[src/rtl/id_ex_stage.sv]
// ID/EX pipeline register for the RV32I pipeline: it detects load-use hazards, applies flush and hold, and writes WB results through to latched operands.
// Latency is one cycle from ID to EX. The stage holds while MEM stalls and inserts one bubble for each load-use hazard.
module id_ex_stage #(
  parameter int XLEN     = 32,
  parameter int XADDR    = 5,
  parameter int ALU_OP_W = 4,
  parameter int CNT_W    = 16
) (
  input  logic                i_clk,
  input  logic                i_rst,
  input  logic                i_valid_id,
  input  logic [XLEN-1:0]     i_pc_id,
  input  logic [XLEN-1:0]     i_rs1_id,
  input  logic [XLEN-1:0]     i_rs2_id,
  input  logic [XADDR-1:0]    i_rs1_addr_id,
  input  logic [XADDR-1:0]    i_rs2_addr_id,
  input  logic                i_uses_rs1_id,
  input  logic                i_uses_rs2_id,
  input  logic [XADDR-1:0]    i_rd_addr_id,
  input  logic                i_rd_wr_en_id,
  input  logic                i_is_load_id,
  input  logic [XLEN-1:0]     i_imm_id,
  input  logic [ALU_OP_W-1:0] i_alu_op_id,
  input  logic                i_flush,
  input  logic                i_stall_mem,
  input  logic [XLEN-1:0]     i_rd_wb,
  input  logic [XADDR-1:0]    i_rd_addr_wb,
  input  logic                i_rd_wb_wr_en,
  output logic                o_stall_id,
  output logic                or_valid_ex,
  output logic [XLEN-1:0]     or_pc_ex,
  output logic [XLEN-1:0]     or_rs1_ex,
  output logic [XLEN-1:0]     or_rs2_ex,
  output logic [XLEN-1:0]     or_imm_ex,
  output logic [XADDR-1:0]    or_rs1_addr_ex,
  output logic [XADDR-1:0]    or_rs2_addr_ex,
  output logic [XADDR-1:0]    or_rd_addr_ex,
  output logic                or_rd_wr_en_ex,
  output logic                or_is_load_ex,
  output logic [ALU_OP_W-1:0] or_alu_op_ex,
  output logic [CNT_W-1:0]    or_stall_cnt,
  output logic [CNT_W-1:0]    or_flush_cnt
);

  localparam logic [CNT_W-1:0] CNT_ONE = {{(CNT_W-1){1'b0}}, 1'b1};

  logic            w_luh;
  logic            w_wb_vld;
  logic [XLEN-1:0] w_rs1_fwd;
  logic [XLEN-1:0] w_rs2_fwd;

  // An x0 write never sets or_rd_wr_en_ex, so rd==0 can never raise a hazard.
  assign w_luh = or_valid_ex & or_is_load_ex & or_rd_wr_en_ex & i_valid_id &
                 ((i_uses_rs1_id & (i_rs1_addr_id == or_rd_addr_ex)) |
                  (i_uses_rs2_id & (i_rs2_addr_id == or_rd_addr_ex)));

  assign o_stall_id = i_stall_mem | (w_luh & ~i_flush);

  assign w_wb_vld  = i_rd_wb_wr_en & (i_rd_addr_wb != '0);
  assign w_rs1_fwd = (w_wb_vld && (i_rd_addr_wb == i_rs1_addr_id)) ? i_rd_wb : i_rs1_id;
  assign w_rs2_fwd = (w_wb_vld && (i_rd_addr_wb == i_rs2_addr_id)) ? i_rd_wb : i_rs2_id;

  always_ff @(posedge i_clk) begin
    if (i_rst) begin
      or_valid_ex    <= 1'b0;
      or_pc_ex       <= '0;
      or_rs1_ex      <= '0;
      or_rs2_ex      <= '0;
      or_imm_ex      <= '0;
      or_rs1_addr_ex <= '0;
      or_rs2_addr_ex <= '0;
      or_rd_addr_ex  <= '0;
      or_rd_wr_en_ex <= 1'b0;
      or_is_load_ex  <= 1'b0;
      or_alu_op_ex   <= '0;
      or_stall_cnt   <= '0;
      or_flush_cnt   <= '0;
    end else if (i_stall_mem) begin
      // The writer may retire while we are held, so refresh the held operands.
      if (w_wb_vld && (i_rd_addr_wb == or_rs1_addr_ex)) or_rs1_ex <= i_rd_wb;
      if (w_wb_vld && (i_rd_addr_wb == or_rs2_addr_ex)) or_rs2_ex <= i_rd_wb;
    end else if (i_flush) begin
      or_valid_ex    <= 1'b0;
      or_rd_wr_en_ex <= 1'b0;
      or_is_load_ex  <= 1'b0;
      if (or_flush_cnt != '1) or_flush_cnt <= or_flush_cnt + CNT_ONE;
    end else if (w_luh) begin
      or_valid_ex    <= 1'b0;
      or_rd_wr_en_ex <= 1'b0;
      or_is_load_ex  <= 1'b0;
      if (or_stall_cnt != '1) or_stall_cnt <= or_stall_cnt + CNT_ONE;
    end else begin
      or_valid_ex    <= i_valid_id;
      or_pc_ex       <= i_pc_id;
      or_rs1_ex      <= w_rs1_fwd;
      or_rs2_ex      <= w_rs2_fwd;
      or_imm_ex      <= i_imm_id;
      or_rs1_addr_ex <= i_rs1_addr_id;
      or_rs2_addr_ex <= i_rs2_addr_id;
      or_rd_addr_ex  <= i_rd_addr_id;
      or_rd_wr_en_ex <= i_rd_wr_en_id & i_valid_id & (i_rd_addr_id != '0);
      or_is_load_ex  <= i_is_load_id & i_valid_id;
      or_alu_op_ex   <= i_alu_op_id;
    end
  end

endmodule

[config.mk]
export PLATFORM = sky130hd
export DESIGN_NAME = id_ex_stage
export DESIGN_NICKNAME = d
export VERILOG_FILES = /design/src/rtl/id_ex_stage.sv
export SDC_FILE = /design/constraint.sdc
export NUM_CORES = 1
export LEC_CHECK = 0
export CAP_MARGIN = 20
export CORE_UTILIZATION = 40
export CTS_CLUSTER_DIAMETER = 40
export CTS_CLUSTER_SIZE = 20
export DETAILED_ROUTE_END_ITERATION = 10
export PLACE_DENSITY = 0.77
export REMOVE_ABC_BUFFERS = 1
export SLEW_MARGIN = 30
export SYNTH_ARGS = -nofsm -noshare
export SYNTH_HDL_FRONTEND = slang
export SYNTH_SLANG_ARGS = --single-unit
[constraint.sdc]
create_clock -name i_clk -period 4.35 [get_ports i_clk]
set_input_delay 0.87 -clock i_clk [delete_from_list [all_inputs] [get_ports i_clk]]
set_output_delay 0.87 -clock i_clk [all_outputs]
set_load 0.05 [all_outputs]
=== Yosys cells after proc, flatten, opt, wreduce, memory -nomap -nowiden ===
Cells that the tools add are included.

* Reductions and logical operators: 11
* Muxes and demuxes: 16
* Bitwise logic cells: 16
* Add/sub/neg operators: 2
* Equal/unequal tests: 12

{| class="wikitable"
|+ Operators by type and width
! operator !! number
|-
| 32-bit 2-to-1 mux || 10
|-
| 16-bit by 1-bit adder with 16-bit output (second input constant) || 2
|-
| 16-bit != test (second input constant) || 2
|-
| 5-bit == test || 6
|-
| 3-bit AND reduction || 4
|-
| 1-bit AND || 11
|-
| 5-bit nonzero test || 2
|-
| 1-bit 2-to-1 mux || 6
|-
| 2-bit by 1-bit != test with 1-bit output (second input constant) || 3
|-
| 1-bit logical AND || 4
|-
| 4-bit AND reduction || 1
|-
| 1-bit NOT || 3
|-
| 2-bit != test (second input constant) || 1
|-
| 1-bit OR || 2
|}

* Output and inout bits: 183
* Bits in registers: 182

=== Depth between registers and ports, before layout ===
Gate-level depths: netlist (run 1).

* Depth in word-level cells: 7
* Mapped depth: 8
* Gate-level depth less buffers: 6

=== Worst setup path before layout (run 1) ===
Ideal clock, no wire load.

* Path type: input-to-output
* From: input port i_valid_id
* To: output port o_stall_id
* Stages on the path: 7
* Path slack: 0.730 ns
* Data arrival time: 2.750 ns
* Path through: and4_1 -> nand3_1 -> o22a_1 -> clkbuf_1 -> buf_2 -> buf_1 -> o21bai_1

* Longest elaborated chain between the ends: 4

{| class="wikitable"
|+ RTL lines
! what !! RTL line !! RTL
|-
| start: declaration || 11 || <nowiki>input logic i_valid_id,</nowiki>
|-
| 1-bit AND (2 in a row) || 53 || <nowiki>assign w_luh = or_valid_ex & or_is_load_ex & or_rd_wr_en_ex & i_valid_id &</nowiki>
|-
| 1-bit AND || 57 || <nowiki>assign o_stall_id = i_stall_mem | (w_luh & ~i_flush);</nowiki>
|-
| 1-bit OR || 57 ||
|-
| end: declaration || 29 || <nowiki>output logic o_stall_id,</nowiki>
|}

No other way between the ends.

=== Worst setup path after layout (run 1) ===
Ends and elaborated chain as after synthesis.

==> results.yml, run 1 <==
outcome:
  status: "finished, final reports clean"
logic_synthesis:
  avgSynthCellArea_sq_um: 9.062
  synth_seq_area_share_pct: 42.01
  synth_flop_cell: "dfxtp_1"
  synth_area_sq_um: 8672
  yosys_warnings: 0
  synth_seq_cells: 182
  synthCells: 957
  synth_edf_count: 0
  synthArstFlopShare_pct: 0
  ys_types: 50
worst_setup_path:
  cp_data_required_time_ns: 3.48
  critPathArrivalTime_ns: 3.02
  cp_slowest_cell: "clkdlybuf4s50_1"
  path_max_fanout: 4
  critPathMaxStageDelay_ns: 0.81
  cp-startpoint: "i_valid_id"
  worstPathCellList: "clkdlybuf4s50_1 -> and4_1 -> nand3_1 -> o22a_4 -> o21bai_1 -> clkdlybuf4s50_1"
  crit_path_end_kind: "output pin"
  r2r-start: "or_rd_addr_ex[0]$_SDFFE_PP0P_"
  crit_path_start_kind: "input port"
  cp_top_family: "buffers and inverters"
  worst-path-buf-inv: 2
  worstSetupPathType: "input port to output pin"
  crit_top_cell: "clkdlybuf4s50_1"
place:
  place_ws_ns: 0.4664
  io_buffers: 376
  gp_congestion: 0.8735
  dpl.hpwl_mm: 19.91
pwr:
  power.density_nw_per_um2: 333.4
  leakagePower_nw: 4.774
  ir_worst_vdd_mv: 0.2295
timing:
  finalMaxSlewViolations: 0
  slew-limit-headroom_pct: 36.33
  max_freq_mhz: 256.8
  hold_ws_ns: 0.4775
  min_period_over_period_pct: 89.52
  rsz0062_at_grt: "false"
  hold_viol: 0
  finalClockSkew_ns: 0.01723
  tightest_slew_ns: 0.9550
  setup_viol: 0
  layout_setup_ws_ns: 0.4560
  period_needed_ns: 3.894
route:
  drcViolationCount: 0
  vias: 8640
  via_per_inst: 5.528
  wl_per_cell_microns: 18.41
  drtAntennaViolNets: 0
  drtIter0Drc: 436
  wl_mm: 28.77
  first_pass_iters: 5
min_path:
  hold_class: "flop to flop"
  min_from: "or_imm_ex[11]$_SDFFE_PP0P_"
layout:
  area_growth_pct: 52.26
  final_cell_mix: "clkdlybuf4s50_1 (375), dfxtp_1 (182), nand3_1 (98)"
  diodes: 0
  fillers: 1783
  final_common_cell: "clkdlybuf4s50_1"
  seqCellArea_sq_um: 3643
  final_layout_size_suffix_gt1_share_pct: 7.298
  multi_input_area_sq_um: 4517
  nets: 1473
global_routing:
  grt_pass1_wl_mm: 44.17
  grt_pass1_vias: 8406
  antenna_found_initial: 0
  grt_use_total_pct: 25.30
  grt_max_degree: 116
  grt.overflow.total: 0
clock_network:
  cts_root_buf: "clkbuf_16"
  clock_latency_ns: 0.42
  h-tree-depth: 4
  cts_resized: 0
  cts_sinks: 182
  ctsHoldBuffers: 0
  path_clk_slew_ns: 0.06
  cts_tree: "yes"
  cts_setup_buffers: 0
  cts_buffers: 17
  clockBufferDepth: 2
die:
  initial_core_util_pct: 40.99
  dieWidth_microns: 149.2
  io_pins: 377
  rows: 53
  die_y_microns: 149.2
  die_area_sq_um: 22270
  fp.coreArea_sq_um: 21150
job:
  drv_cap: 0
## flip-flops by register name, indices dropped and copies added, names as in the netlist, 4 cells and up
register,count
or_alu_op_ex,4
or_flush_cnt,16
or_imm_ex,32
or_pc_ex,32
or_rd_addr_ex,5
or_rs1_addr_ex,5
or_rs1_ex,32
or_rs2_addr_ex,5
or_rs2_ex,32
or_stall_cnt,16
## stage by stage
step           area, sq um  utilization [%]  power, mW  std cells  setup TNS, ns
2_1_floorplan         8233                -      2.365        860        -248.89
3_3_place_gp         12590            59.53      2.828       1533              0
3_5_place_dp         12600            59.56      2.837       1533              0
4_1_cts              13200            62.42      4.443       1563              0
5_1_grt              13200            62.42      4.571       1563              0
6_report             13200            62.42      4.402       1563              0
## report_power, final
group	switching (mW)	leakage (nW)	internal [mW]	total (mW)
registers	0.0434	1.49	1.75	1.79
logic	0.578	2.99	0.429	1.01
clock network	0.667	0.290	0.937	1.60
## cell usage after synthesis (all sizes together), types with 2 or more instances
master | n | area share, %
a211oi | 32 | 2.8
ha | 2 | 0.29
dfxtp | 182 | 42
and3 | 7 | 0.50
a41oi | 2 | 0.63
nor3 | 6 | 0.35
nor2 | 54 | 2.3
nor2b | 7 | 0.50
nor3b | 2 | 0.17
o211ai | 3 | 0.26
o2111ai | 3 | 0.30
o31ai | 9 | 0.78
or3 | 4 | 0.29
inv | 34 | 1.5
buf | 31 | 2.2
or2 | 2 | 0.14
nand2 | 8 | 0.35
and4 | 6 | 0.61
nand3 | 98 | 5.7
a32oi | 2 | 0.20
o21ai | 89 | 5.1
a221oi | 32 | 5.4
xnor2 | 21 | 2.1
mux2 | 5 | 0.65
mux2i | 65 | 7.5
or4 | 11 | 1.0
xor2 | 22 | 2.2
nand4 | 11 | 0.79
o211a | 32 | 3.7
a21oi | 97 | 5.6
clkbuf | 66 | 2.9
nor4 | 2 | 0.22
## logic make-up after synthesis
logic type / Yosys count / share of synthesized area (%)
adder cells (fa/ha/maj): 2 / 0.2885
AO/OA/AOI/OAI: 308 / 25.51
buffers and inverters: 131 / 6.536
XOR/XNOR: 43 / 4.343
flip-flops: 182 / 42.01
AND/OR/NAND/NOR: 221 / 13.16
multiplexers: 70 / 8.152
## worst register-to-register path, stage by stage (launching register included)
cell	delay (ns)
dfxtp_1	0.42
xnor2_1	0.12
nand4_1	0.20
o22a_4	0.17
buf_4	0.54
nand2_2	0.50
buf_12	0.32
a221oi_1	0.27
## per-layer routing
layer  global-route usage [%]  vias up  routed length [microns]
li1                         -     4133                        -
met1                    28.49     4051                    11110
met2                    43.05      388                    13950
met3                    7.706       68                     2506
met4                    12.81        0                     1200
met5                        0        -                        0
## path summary, 6_finish.rpt
| check | endpoint | slack [ns] | cells after the start |
|---|---|---|---|
| hold reg to reg | or_imm_ex[11]$_SDFFE_PP0P_ | 0.48 | 2 |
| setup reg to reg | or_rs2_ex[23]$_SDFFE_PP0P_ | 1.72 | 7 |
| setup / recovery | o_stall_id | 0.46 | 6 |
| hold / removal | or_imm_ex[11]$_SDFFE_PP0P_ | 0.48 | 2 |
## layout make-up
type	instances	share of cell area [%]
clock buffers	20	3.459
repair buffers	398	30.05
flip-flops and latches	182	27.59
inverters	34	0.9665
clock inverters	10	1.118
multi-input cells	644	34.21
well taps	275	2.606
No activity file was read; power rests on OpenSTA's default activity.
==> inputs of run 2 (changes only) <==
--- a/config.mk
+++ b/config.mk
@@ -11,5 +11,5 @@
 export CTS_CLUSTER_SIZE = 20
 export DETAILED_ROUTE_END_ITERATION = 10
-export PLACE_DENSITY = 0.77
+export PLACE_DENSITY = 0.85
 export REMOVE_ABC_BUFFERS = 1
 export SLEW_MARGIN = 30
==> constraint.sdc (replaced) <==
create_clock -name i_clk -period 4.35 [get_ports i_clk]
set_input_delay 0.87 -clock i_clk [delete_from_list [all_inputs] [get_ports i_clk]]
set_output_delay 0.87 -clock i_clk [all_outputs]
set_load 0.01 [all_outputs]
==> run 2 against run 1 <==
  * Core utilization down 0.51 points
  * Power shrank 8.6%
  * Critical path depth unchanged
  * Non-clock buffer count decreased by 8
  * Largest power group unchanged
  * Highest routed layer unchanged
==> results.yml, run 2 (synthesis gave the netlist of run 1 again) <==
timing:
  slew-limit-headroom_pct: 35.54
  min_period_over_period_pct: 84.59
  layout_setup_ws_ns: 0.6702
  hold_viol: 0
  tightest_slew_ns: 0.9669
  period_needed_ns: 3.680
  setup_viol: 0
  finalClockSkew_ns: 0.01283
  finalMaxSlewViolations: 0
  max_freq_mhz: 271.8
  hold_ws_ns: 0.4724
  rsz0062_at_grt: "false"
route:
  vias: 8597
  drcViolationCount: 0
  via_per_inst: 5.525
  wl_mm: 28.13
  first_pass_iters: 5
  wl_per_cell_microns: 18.08
  drtAntennaViolNets: 0
  drtIter0Drc: 395
worst_setup_path:
  crit_path_start_kind: "input port"
  crit_path_end_kind: "output pin"
  cp_data_required_time_ns: 3.48
  critPathArrivalTime_ns: 2.81
  worstSetupPathType: "input port to output pin"
  path_max_fanout: 4
global_routing:
  grt_use_met3_pct: 7.187
  grt_max_degree: 116
  grt_use_total_pct: 24.70
  grt.overflow.total: 0
  gr-usage-met2_pct: 42.21
  grt_use_met1_pct: 27.74
  grt_pass1_wl_mm: 43.47
  antenna_found_initial: 0
  grt_busiest_layer: "met2"
  grt_pass1_vias: 8287
place:
  gp_congestion: 0.8812
  dpl.hpwl_mm: 19.50
  io_buffers: 376
  place_ws_ns: 0.6825
layout:
  diodes: 0
  fillers: 1745
  multi_input_area_sq_um: 4509
  nets: 1465
  seqCellArea_sq_um: 3643
  final_common_cell: "clkdlybuf4s50_1"
  final_layout_size_suffix_gt1_share_pct: 6.714
  area_growth_pct: 51.00
  final_cell_mix: "clkdlybuf4s50_1 (375), dfxtp_1 (182), nand3_1 (98)"
die:
  rows: 53
  io_pins: 377
  die_y_microns: 149.2
  dieWidth_microns: 149.2
  die_area_sq_um: 22270
  fp.coreArea_sq_um: 21150
  initial_core_util_pct: 40.99
clock_network:
  cts_sinks: 182
  clock_latency_ns: 0.43
  cts_buffers: 17
  cts_root_buf: "clkbuf_16"
  path_clk_slew_ns: 0.07
  cts_tree: "yes"
  clockBufferDepth: 2
  cts_resized: 0
  h-tree-depth: 4
  ctsHoldBuffers: 0
  cts_setup_buffers: 0
pwr:
  ir_worst_vdd_mv: 0.2496
  leakagePower_nw: 4.713
  power.density_nw_per_um2: 307.3
job:
  drv_cap: 0
min_path:
  hold_class: "flop to flop"
outcome:
  status: "finished, final reports clean"
run 2: cell types whose count changed in the layout (fill, tap and decap cells not counted):
cell | before | now
buf_12 | 3 | 4
buf_4 | 19 | 10
bufinv_16 | 3 | 0
clkbuf_1 | 1 | 2
clkbuf_8 | 2 | 0
clkinv_2 | 1 | 0
clkinv_4 | 2 | 3
clkinv_8 | 0 | 1
inv_6 | 1 | 3
inv_8 | 1 | 3
o21ai_2 | 0 | 1
o21ai_4 | 1 | 0
run 2: worst max-delay path, cell delays in order:
cell	delay (ns)
clkdlybuf4s50_1	0.55
and4_1	0.25
nand3_1	0.16
o22a_4	0.31
o21bai_1	0.12
clkdlybuf4s50_1	0.55
run 2: final timing paths:
kind / start / endpoint / slack, ns / cells after the start
min reg2reg: or_is_load_ex$_SDFFE_PP0N_ / or_is_load_ex$_SDFFE_PP0N_ / 0.47 / 2
max reg2reg: or_rd_addr_ex[1]$_SDFFE_PP0P_ / or_rs2_ex[23]$_SDFFE_PP0P_ / 1.99 / 7
max: i_valid_id / o_stall_id / 0.67 / 6
min: or_is_load_ex$_SDFFE_PP0N_ / or_is_load_ex$_SDFFE_PP0N_ / 0.47 / 2
run 2: per-layer routing:
layer,up-vias,share of wire [%]
li1,4138,-
met1,4040,39
met2,347,49
met3,72,7.8
met4,0,3.9
met5,-,0
run 2: final cells by class:
class	instances	share of cell area [%]
multi-input combinational	644	34.44
timing repair buffer	390	29.93
sequential	182	27.82
clock buffer	19	3.306
tap	275	2.628
inverter	34	0.9746
clock inverter	12	0.8981
run 2: through the flow:
stage	area [sq um]	utilization (%)	setup TNS (ns)	total power, mW	instances
3_5_place_dp	12540	59.30	0	2.586	1525
4_1_cts	13100	61.90	0	4.067	1556
5_1_grt	13100	61.90	0	4.200	1556
3_3_place_gp	12540	59.30	0	2.572	1525
6_report	13100	61.90	0	4.024	1556
2_1_floorplan	8233	-	-248.20	2.122	860
run 2: power breakdown:
group / leakage (nW) / total (mW) / internal [mW] / switching, mW
Sequential: 1.49 / 1.79 / 1.75 / 0.0447
Combinational: 2.96 / 0.758 / 0.426 / 0.332
Clock: 0.263 / 1.48 / 0.754 / 0.722
Total: 4.71 / 4.02 / 2.93 / 1.10
